**src/rtl/cpu_pkg.sv**
```systemverilog
// cpu_pkg
//   Shared constants and types for the ID-stage operand read path.
//   XLEN     : register/operand data width
//   REG_AW   : register address width
//   REG_ZERO : address of the hardwired-zero register
//   fwd_sel_e: which source an operand is taken from
package cpu_pkg;

  localparam int unsigned XLEN   = 32;
  localparam int unsigned REG_AW = 5;

  localparam logic [REG_AW-1:0] REG_ZERO = '0;

  typedef enum logic [1:0] {
    FWD_RF   = 2'd0,
    FWD_WB   = 2'd1,
    FWD_MEM  = 2'd2,
    FWD_ZERO = 2'd3
  } fwd_sel_e;

endpackage

```
**src/rtl/operand_fwd_mux.sv**
```systemverilog
// operand_fwd_mux
//   Resolves one ID-stage source operand and flags whether it has an
//   unresolvable RAW hazard against an older in-flight producer.
// Ports
//   src            in   AW    source register address
//   id_valid       in   1     ID holds a real instruction
//   mem_reg_write  in   1     MEM instruction writes a register
//   mem_memtoreg   in   1     MEM instruction is a load
//   mem_waddr      in   AW    MEM destination
//   mem_alu        in   XLEN  MEM ALU result
//   wb_reg_write   in   1     WB writes the register file this cycle
//   wb_waddr       in   AW    WB destination
//   wb_data        in   XLEN  WB write data
//   ex_reg_write   in   1     EX instruction writes a register
//   ex_waddr       in   AW    EX destination
//   rf_data        in   XLEN  register file read value for src
//   data           out  XLEN  resolved operand
//   hazard         out  1     operand cannot be forwarded yet
module operand_fwd_mux
  import cpu_pkg::*;
#(
  parameter int unsigned XW = XLEN,
  parameter int unsigned AW = REG_AW
) (
  input  logic [AW-1:0] src,
  input  logic          id_valid,
  input  logic          mem_reg_write,
  input  logic          mem_memtoreg,
  input  logic [AW-1:0] mem_waddr,
  input  logic [XW-1:0] mem_alu,
  input  logic          wb_reg_write,
  input  logic [AW-1:0] wb_waddr,
  input  logic [XW-1:0] wb_data,
  input  logic          ex_reg_write,
  input  logic [AW-1:0] ex_waddr,
  input  logic [XW-1:0] rf_data,
  output logic [XW-1:0] data,
  output logic          hazard
);

  fwd_sel_e sel;
  logic     src_nz;

  assign src_nz = (src != AW'(REG_ZERO));

  // Source selection: the younger producer (MEM) wins over WB, and a load
  // sitting in MEM has no data yet so it is never a forwarding source.
  always_comb begin
    sel = FWD_RF;
    if (!src_nz)
      sel = FWD_ZERO;
    else if (mem_reg_write && !mem_memtoreg && (mem_waddr == src))
      sel = FWD_MEM;
    else if (wb_reg_write && (wb_waddr == src))
      sel = FWD_WB;
  end

  // Operand data driven from the selected source.
  always_comb begin
    data = rf_data;
    unique case (sel)
      FWD_ZERO: data = '0;
      FWD_MEM:  data = mem_alu;
      FWD_WB:   data = wb_data;
      default:  data = rf_data;
    endcase
  end

  // Any EX producer is one cycle too early to forward; a load in MEM has
  // its data only once it reaches WB.
  always_comb begin
    hazard = 1'b0;
    if (src_nz && id_valid) begin
      if (ex_reg_write && (ex_waddr == src))
        hazard = 1'b1;
      if (mem_reg_write && mem_memtoreg && (mem_waddr == src))
        hazard = 1'b1;
    end
  end

endmodule

```
**src/rtl/id_operand_read.sv**
```systemverilog
// id_operand_read
//   Owns the GPR file written by WB and serves resolved rs/rt operands to ID,
//   with MEM/WB forwarding, write-through bypass, hazard stall and a
//   saturating stall-cycle counter.
// Ports
//   clk, rst                      clock, async active-high reset
//   wb_reg_write/wb_waddr/wb_data WB register file write
//   mem_reg_write/mem_memtoreg/mem_waddr/mem_alu  MEM producer
//   ex_reg_write/ex_waddr         EX producer
//   id_valid/id_rs/id_rt          ID stage sources
//   rs_data/rt_data               resolved operands (combinational)
//   stall                         freeze IF/ID, bubble ID/EX (combinational)
//   stall_cnt                     saturating count of stalled cycles
module id_operand_read
  import cpu_pkg::*;
#(
  parameter int unsigned XLEN_P = XLEN,
  parameter int unsigned NREGS  = 32,
  parameter int unsigned AW     = $clog2(NREGS),
  parameter int unsigned CNTW   = 32
) (
  input  logic              clk,
  input  logic              rst,
  input  logic              wb_reg_write,
  input  logic [AW-1:0]     wb_waddr,
  input  logic [XLEN_P-1:0] wb_data,
  input  logic              mem_reg_write,
  input  logic              mem_memtoreg,
  input  logic [AW-1:0]     mem_waddr,
  input  logic [XLEN_P-1:0] mem_alu,
  input  logic              ex_reg_write,
  input  logic [AW-1:0]     ex_waddr,
  input  logic              id_valid,
  input  logic [AW-1:0]     id_rs,
  input  logic [AW-1:0]     id_rt,
  output logic [XLEN_P-1:0] rs_data,
  output logic [XLEN_P-1:0] rt_data,
  output logic              stall,
  output logic [CNTW-1:0]   stall_cnt
);

  logic [XLEN_P-1:0] gpr [NREGS];
  logic              rs_hazard;
  logic              rt_hazard;

  // Register file: r0 is never written, so it reads as zero forever.
  always_ff @(posedge clk or posedge rst) begin
    if (rst) begin
      for (int i = 0; i < int'(NREGS); i++)
        gpr[i] <= '0;
    end else if (wb_reg_write && (wb_waddr != AW'(REG_ZERO))) begin
      gpr[wb_waddr] <= wb_data;
    end
  end

  operand_fwd_mux #(.XW(XLEN_P), .AW(AW)) u_rs_mux (
    .src           (id_rs),
    .id_valid      (id_valid),
    .mem_reg_write (mem_reg_write),
    .mem_memtoreg  (mem_memtoreg),
    .mem_waddr     (mem_waddr),
    .mem_alu       (mem_alu),
    .wb_reg_write  (wb_reg_write),
    .wb_waddr      (wb_waddr),
    .wb_data       (wb_data),
    .ex_reg_write  (ex_reg_write),
    .ex_waddr      (ex_waddr),
    .rf_data       (gpr[id_rs]),
    .data          (rs_data),
    .hazard        (rs_hazard)
  );

  operand_fwd_mux #(.XW(XLEN_P), .AW(AW)) u_rt_mux (
    .src           (id_rt),
    .id_valid      (id_valid),
    .mem_reg_write (mem_reg_write),
    .mem_memtoreg  (mem_memtoreg),
    .mem_waddr     (mem_waddr),
    .mem_alu       (mem_alu),
    .wb_reg_write  (wb_reg_write),
    .wb_waddr      (wb_waddr),
    .wb_data       (wb_data),
    .ex_reg_write  (ex_reg_write),
    .ex_waddr      (ex_waddr),
    .rf_data       (gpr[id_rt]),
    .data          (rt_data),
    .hazard        (rt_hazard)
  );

  assign stall = rs_hazard | rt_hazard;

  // Stall-cycle counter sticks at all-ones instead of wrapping.
  always_ff @(posedge clk or posedge rst) begin
    if (rst)
      stall_cnt <= '0;
    else if (stall && (stall_cnt != '1))
      stall_cnt <= stall_cnt + CNTW'(1);
  end

endmodule

```
**config.mk**
```make
export PLATFORM = sky130hd
export DESIGN_NAME = id_operand_read
export DESIGN_NICKNAME = d
export VERILOG_FILES = /design/src/rtl/cpu_pkg.sv /design/src/rtl/operand_fwd_mux.sv /design/src/rtl/id_operand_read.sv
export SDC_FILE = /design/constraint.sdc
export NUM_CORES = 2
export LEC_CHECK = 0
export CORE_UTILIZATION = 60
export DETAILED_ROUTE_END_ITERATION = 8
export PLACE_DENSITY_LB_ADDON = 0.08
export REMOVE_ABC_BUFFERS = 1
export SYNTH_ARGS = -nofsm -noshare
export SYNTH_HDL_FRONTEND = slang
export SYNTH_SLANG_ARGS = --single-unit
```
**constraint.sdc**
```tcl
create_clock -name clk -period 67.7 [get_ports clk]
set_clock_uncertainty 0.05 [all_clocks]
set_input_delay 20.31 -clock clk [delete_from_list [all_inputs] [get_ports clk]]
set_output_delay 20.31 -clock clk [all_outputs]
set_load 0.005 [all_outputs]
```
==> Yosys cells after proc, flatten, opt, wreduce, memory -nomap -nowiden <==
Cells that the tools add are included.
{ "word_totals": {"out_inout_bits": 97, "regBits": 1056, "inputBits": 96, "elab_cells": 97} }
{ "classes": {"magnitude_cmp": 4, "n_reduce_logical": 19, "addsub": 1, "n_mux": 23, "bitwise": 4, "eq_ne": 13} }
{ "op_table": {"columns": ["cell", "count"], "rows": [
  ["bitwise mux 1024 bit", 1],
  ["binary-select mux 32 bit (select 5 bit)", 2],
  ["case mux 32 bit (3 select lines)", 2],
  ["demux 32 bit (select 5 bit)", 1],
  ["two-way mux 32 bit", 5],
  ["adder 32 x 1 -> 32 bit, second input constant", 1],
  ["inequality test 32 bit, second input constant", 1],
  ["equality test 5 bit", 6],
  [">= comparator 6 bit, second input constant", 3],
  ["inverter 5 -> 6 bit", 3],
  ["logical AND 1 bit", 15],
  ["nonzero test 5 bit", 3],
  ["equality test 2 bit, second input constant", 4],
  ["two-way mux 1 bit", 8],
  ["two-way mux 2 bit", 4],
  ["< comparator 6 x 1 -> 1 bit, second input constant", 1],
  ["equality test 2 x 1 -> 1 bit, second input constant", 2],
  ["zero test 1 bit", 1],
  ["bitwise OR 1 bit", 1]
]} }

==> Longest topological paths before layout <==
{ "depth": {"ltp_word": 7, "ltp_mapped": 10, "depth_no_buf": 7} }

==> By module <==
Synthesis repeated with hierarchy kept, for this count alone.
{ "unflattened": {"hier_cells": 4332, "area_unflattened_um2": 58386.0} }
{ "by_module_without_submodules": {"columns": ["mod", "area_each_um2", "cells_each", "n_inst", "seq_area_each_um2"], "rows": [
  ["id_operand_read", 56569.3, 4056, 1, 26425.3],
  ["operand_fwd_mux", 908.4, 138, 2, 0.0]
]} }

==> Worst setup path before layout <==
Ideal clock, no wire load.
{ "synth_timing": {"path_type": "input-to-output", "from": "in id_rt[0]", "to": "out rt_data[0]", "n_path_buf": 3, "t_required_ps": 47340, "path_stages": 7, "arrival_time_ps": 22173, "slack_ps": 25167, "cell_sequence": "buf_2 clkbuf_1 buf_2 mux4_2 mux4_2 inv_1 o221ai_1"} }
{ "synth_via": {"elab_chain_len": 7, "elab_cells_between_ends": 16, "cone_classes": "eq/ne (5); mux (7); bitwise (1); reduce/logical (3)"} }
{ "synth_rtl": {"columns": ["element", "line", "rtl"], "rows": [
  ["from (decl)", "id_operand_read.sv:35", "input logic [AW-1:0] id_rt,"],
  ["equality test 5 bit", "operand_fwd_mux.sv:54", "else if (wb_reg_write && (wb_waddr == src))"],
  ["logical AND 1 bit", "operand_fwd_mux.sv:54", null],
  ["two-way mux 1 bit", "operand_fwd_mux.sv:54", null],
  ["two-way mux 2 bit", "operand_fwd_mux.sv:52", "else if (mem_reg_write && !mem_memtoreg && (mem_waddr == src))"],
  ["two-way mux 2 bit", "operand_fwd_mux.sv:50", "if (!src_nz)"],
  ["equality test 2 x 1 -> 1 bit or equality test 2 bit (tied branches)", "operand_fwd_mux.sv:61", "unique case (sel)"],
  ["case mux 32 bit (3 select lines) *", "operand_fwd_mux.sv:61", null],
  ["to (decl)", "id_operand_read.sv:37", "output logic [XLEN_P-1:0] rt_data,"]
]} }
Mark *: on every way between the ends. The rest lies on a longest branch, timed or not. The select of a mux whose other input is x is not followed.

==> Worst setup path after layout <==
{ "layout_timing": {"from": "in id_rt[1]", "to": "out rt_data[20]"} }
The elaborated chain is that of the path after synthesis.

==> flow_metrics.tcl <==
set metrics [dict create \
    hold_buffers 0 \
    final_nets 3990 \
    power_density_mw_per_mm2 29.00 \
    cts_resized 0 \
    critPathArrivalTime_ns 25.21 \
    placed_cell_area_mm2 0.06014 \
    start_util_pct 60.65 \
    wire_per_inst_um 35.37 \
    finalCritPeriodShare_pct 67.32 \
    outcome "completed" \
    cap_violations 0 \
    period_needed_ns 45.57 \
    hpwl_mm 107.3 \
    worstPathCellList "buf_8 > buf_4 > buf_4 > buf_4 > buf_4 > mux4_2 > mux4_2 > nand2_1 > o221ai_1 > clkdlybuf4s50_1" \
    ys_types 68 \
    dp.cells 5044 \
    multiInputGateArea_mm2 0.02922 \
    worstSetupPathType "in -> out" \
    cts_tree "done" \
    p_leak_nw 27.43 \
    h-tree-depth 3 \
    globalplace.congestion 0.8634 \
    cpLargestDelayFamily "buffers and inverters" \
    drt.antenna.violating_nets 0 \
    grt_pass1_wl_mm 275.7 \
    setup_ws_ns 22.13 \
    tightest_slew_ns 1.235 \
    synth_edf_count 0 \
    grt_pass1_vias 40100 \
    seqCellArea_mm2 0.02643 \
    slowest_delay_ns 0.76 \
    pre_cts_slack_ns 22.26 \
    grt_usage_pct 38.71 \
    syn_area_mm2 0.05771 \
    worst-path-max-fanout 53 \
    io_pins 193 \
    ys_ff_latch 1056 \
    setup_violations 0 \
    clk_latency_ns 0.69 \
    syn_inst 3929 \
    die_h_um 312.1 \
    vias 38740 \
    layout-drive-gt1-share_pct 46.21 \
    hp-class "reg -> reg" \
    max_freq_mhz 21.94 \
    fp.dieW_um 312.1 \
    drt-vias-per-instance 7.375 \
    cts_made_buffers 112 \
    slowest_stage "buf_4" \
    finalInstanceArea_mm2 0.06378 \
    synth-main-ff-cell "dfrtp_1" \
    clock-root-buffer "clkbuf_16" \
    critPathMostFrequentCell "buf_4" \
    grt.overflow.total 0 \
    drc 0 \
    drt-initial-drc-count 4404 \
    crit_required_ns 47.34 \
    area_growth_pct 10.52 \
    stdcell_count 5253 \
    vdd_drop_max_mv 0.02492 \
    post_cts_buffers 0 \
    hold_violations 0 \
    core_area_mm2 0.09515 \
    wirelength_mm 185.8 \
    grt_start_max_net_pins 173 \
    dr.pass1.iters 6 \
    clockBufferDepth 3 \
    utilization_pct 67.03 \
    setup_tns_ns 0 \
    die_area_mm2 0.09743 \
    core.rowCount 113 \
    clkTransAtPathRegs_ns 0.06 \
    crit_path_end_kind "primary output" \
    antenna_found_initial 5 \
    yosys_warnings 0 \
    cts.sinks 1056 \
    yosysSeqAreaShare_pct 45.79 \
    async_flop_share_pct 100.0 \
    rsz0062_at_grt "no" \
    nFillCells 6624 \
    slew-limit-headroom_pct 17.43 \
    postSynthAreaPerCell_um2 14.69 \
    port_buffers 192 \
    cp_num_buf_inv 6 \
    start_kind "input pin" \
    maxSlewViolCount 0 \
]
## cell usage after synthesis (25+ instances only)
library cell | number | area [um2]
dfrtp_1 | 1056 | 26430
mux2_2 | 992 | 11170
mux4_2 | 489 | 11010
clkbuf_1 | 254 | 953.4
mux2i_1 | 201 | 2012
nand2_1 | 131 | 491.7
buf_2 | 81 | 405.4
buf_1 | 60 | 225.2
a221o_1 | 53 | 530.5
and3_1 | 40 | 250.2
inv_1 | 40 | 150.1
a21oi_1 | 38 | 190.2
nor2_1 | 36 | 135.1
xor2_1 | 34 | 297.8
o221ai_1 | 32 | 280.3
nor3_1 | 28 | 140.1
xnor2_1 | 27 | 236.5
o21ai_1 | 26 | 130.1
o2111ai_1 | 25 | 219.0
o21ai_0 | 25 | 125.1
## layout make-up
type / instances / share of cell area (%)
antenna: 6 / 0.02354
clock buffer: 165 / 5.116
clock inverter: 38 / 0.5806
inverter: 42 / 0.2609
multi-input combinational: 2386 / 45.81
sequential: 1056 / 41.43
tap: 1265 / 2.481
timing repair buffer: 295 / 4.298
## cell families (layout without fill, tap and decap cells)
logic type | Yosys count | count (layout) | share of synthesized area, %
multiplexers | 1689 | 1689 | 42.22
flip-flops | 1056 | 1056 | 45.79
buffers and inverters | 487 | 540 | 3.954
AND/OR/NAND/NOR | 329 | 329 | 2.907
AO/OA/AOI/OAI | 306 | 306 | 4.186
XOR/XNOR | 61 | 61 | 0.9257
adder cells (fa/ha/maj) | 1 | 1 | 0.02168
other | 0 | 6 | 0
## registers in the layout, indices dropped and copies added (netlist names)
name	count
gpr	1024
stall_cnt	32
## metal layers
layer	part of all wire [%]	track usage (%)	wire (um)
met1	38	51.97	70070
met2	47	60.23	86870
met3	9.8	8.706	18290
met4	5.7	18.88	10520
met5	0.025	0	47
## worst reg2reg max path, cell delays in order (launching register included)
cell      delay, ns
dfrtp_1        0.42
and4_1         0.25
or3b_1         0.53
nor4b_4        0.83
nand2b_1       0.37
nor4_1         0.12
xor2_1         0.19
## metrics by stage
stage | total power [W] | hold slack, ns
4_1_cts | 0.001851 | 0.3437
5_1_grt | 0.001919 | 0.3536
3_3_place_gp | 0.001215 | 0.3259
6_report | 0.001850 | 0.3416
2_1_floorplan | 0.001091 | 0.3127
3_5_place_dp | 0.001240 | 0.3309
## final timing paths
check                                                from                        end  slack (ns)  cells after the start
worst max register to register  stall_cnt[10]$_DFFE_PP0P_  stall_cnt[20]$_DFFE_PP0P_       64.81                      6
min in group asynchronous                             rst       gpr[527]$_DFFE_PP0P_       20.13                      2
worst min-delay path                gpr[1005]$_DFFE_PP0P_      gpr[1005]$_DFFE_PP0P_        0.34                      0
worst min register to register      gpr[1005]$_DFFE_PP0P_      gpr[1005]$_DFFE_PP0P_        0.34                      0
max in group asynchronous                             rst   stall_cnt[3]$_DFFE_PP0P_       44.28                      5
worst max-delay path                             id_rt[1]                rt_data[20]       22.13                     10
## where the power goes
group	switching [W]	total (W)	internal [W]	leakage, nW
clock network	0.000260	0.000614	0.000355	1.80
registers	0.0000926	0.000842	0.000749	13.6
logic	0.000156	0.000394	0.000237	12.1
## cell usage in the layout (no fill, tap or decap), types with 32 or more instances in the layout
cell type           n
a21oi_1            38
a221o_1            53
and3_1             39
buf_4             103
clkbuf_16         113
clkdlybuf4s50_1   183
dfrtp_1          1056
inv_1              38
mux2_2            992
mux2i_1           201
mux4_2            489
nand2_1           114
o221ai_1           32
xor2_1             34
Note: power is estimated with default switching activity, not from simulation.
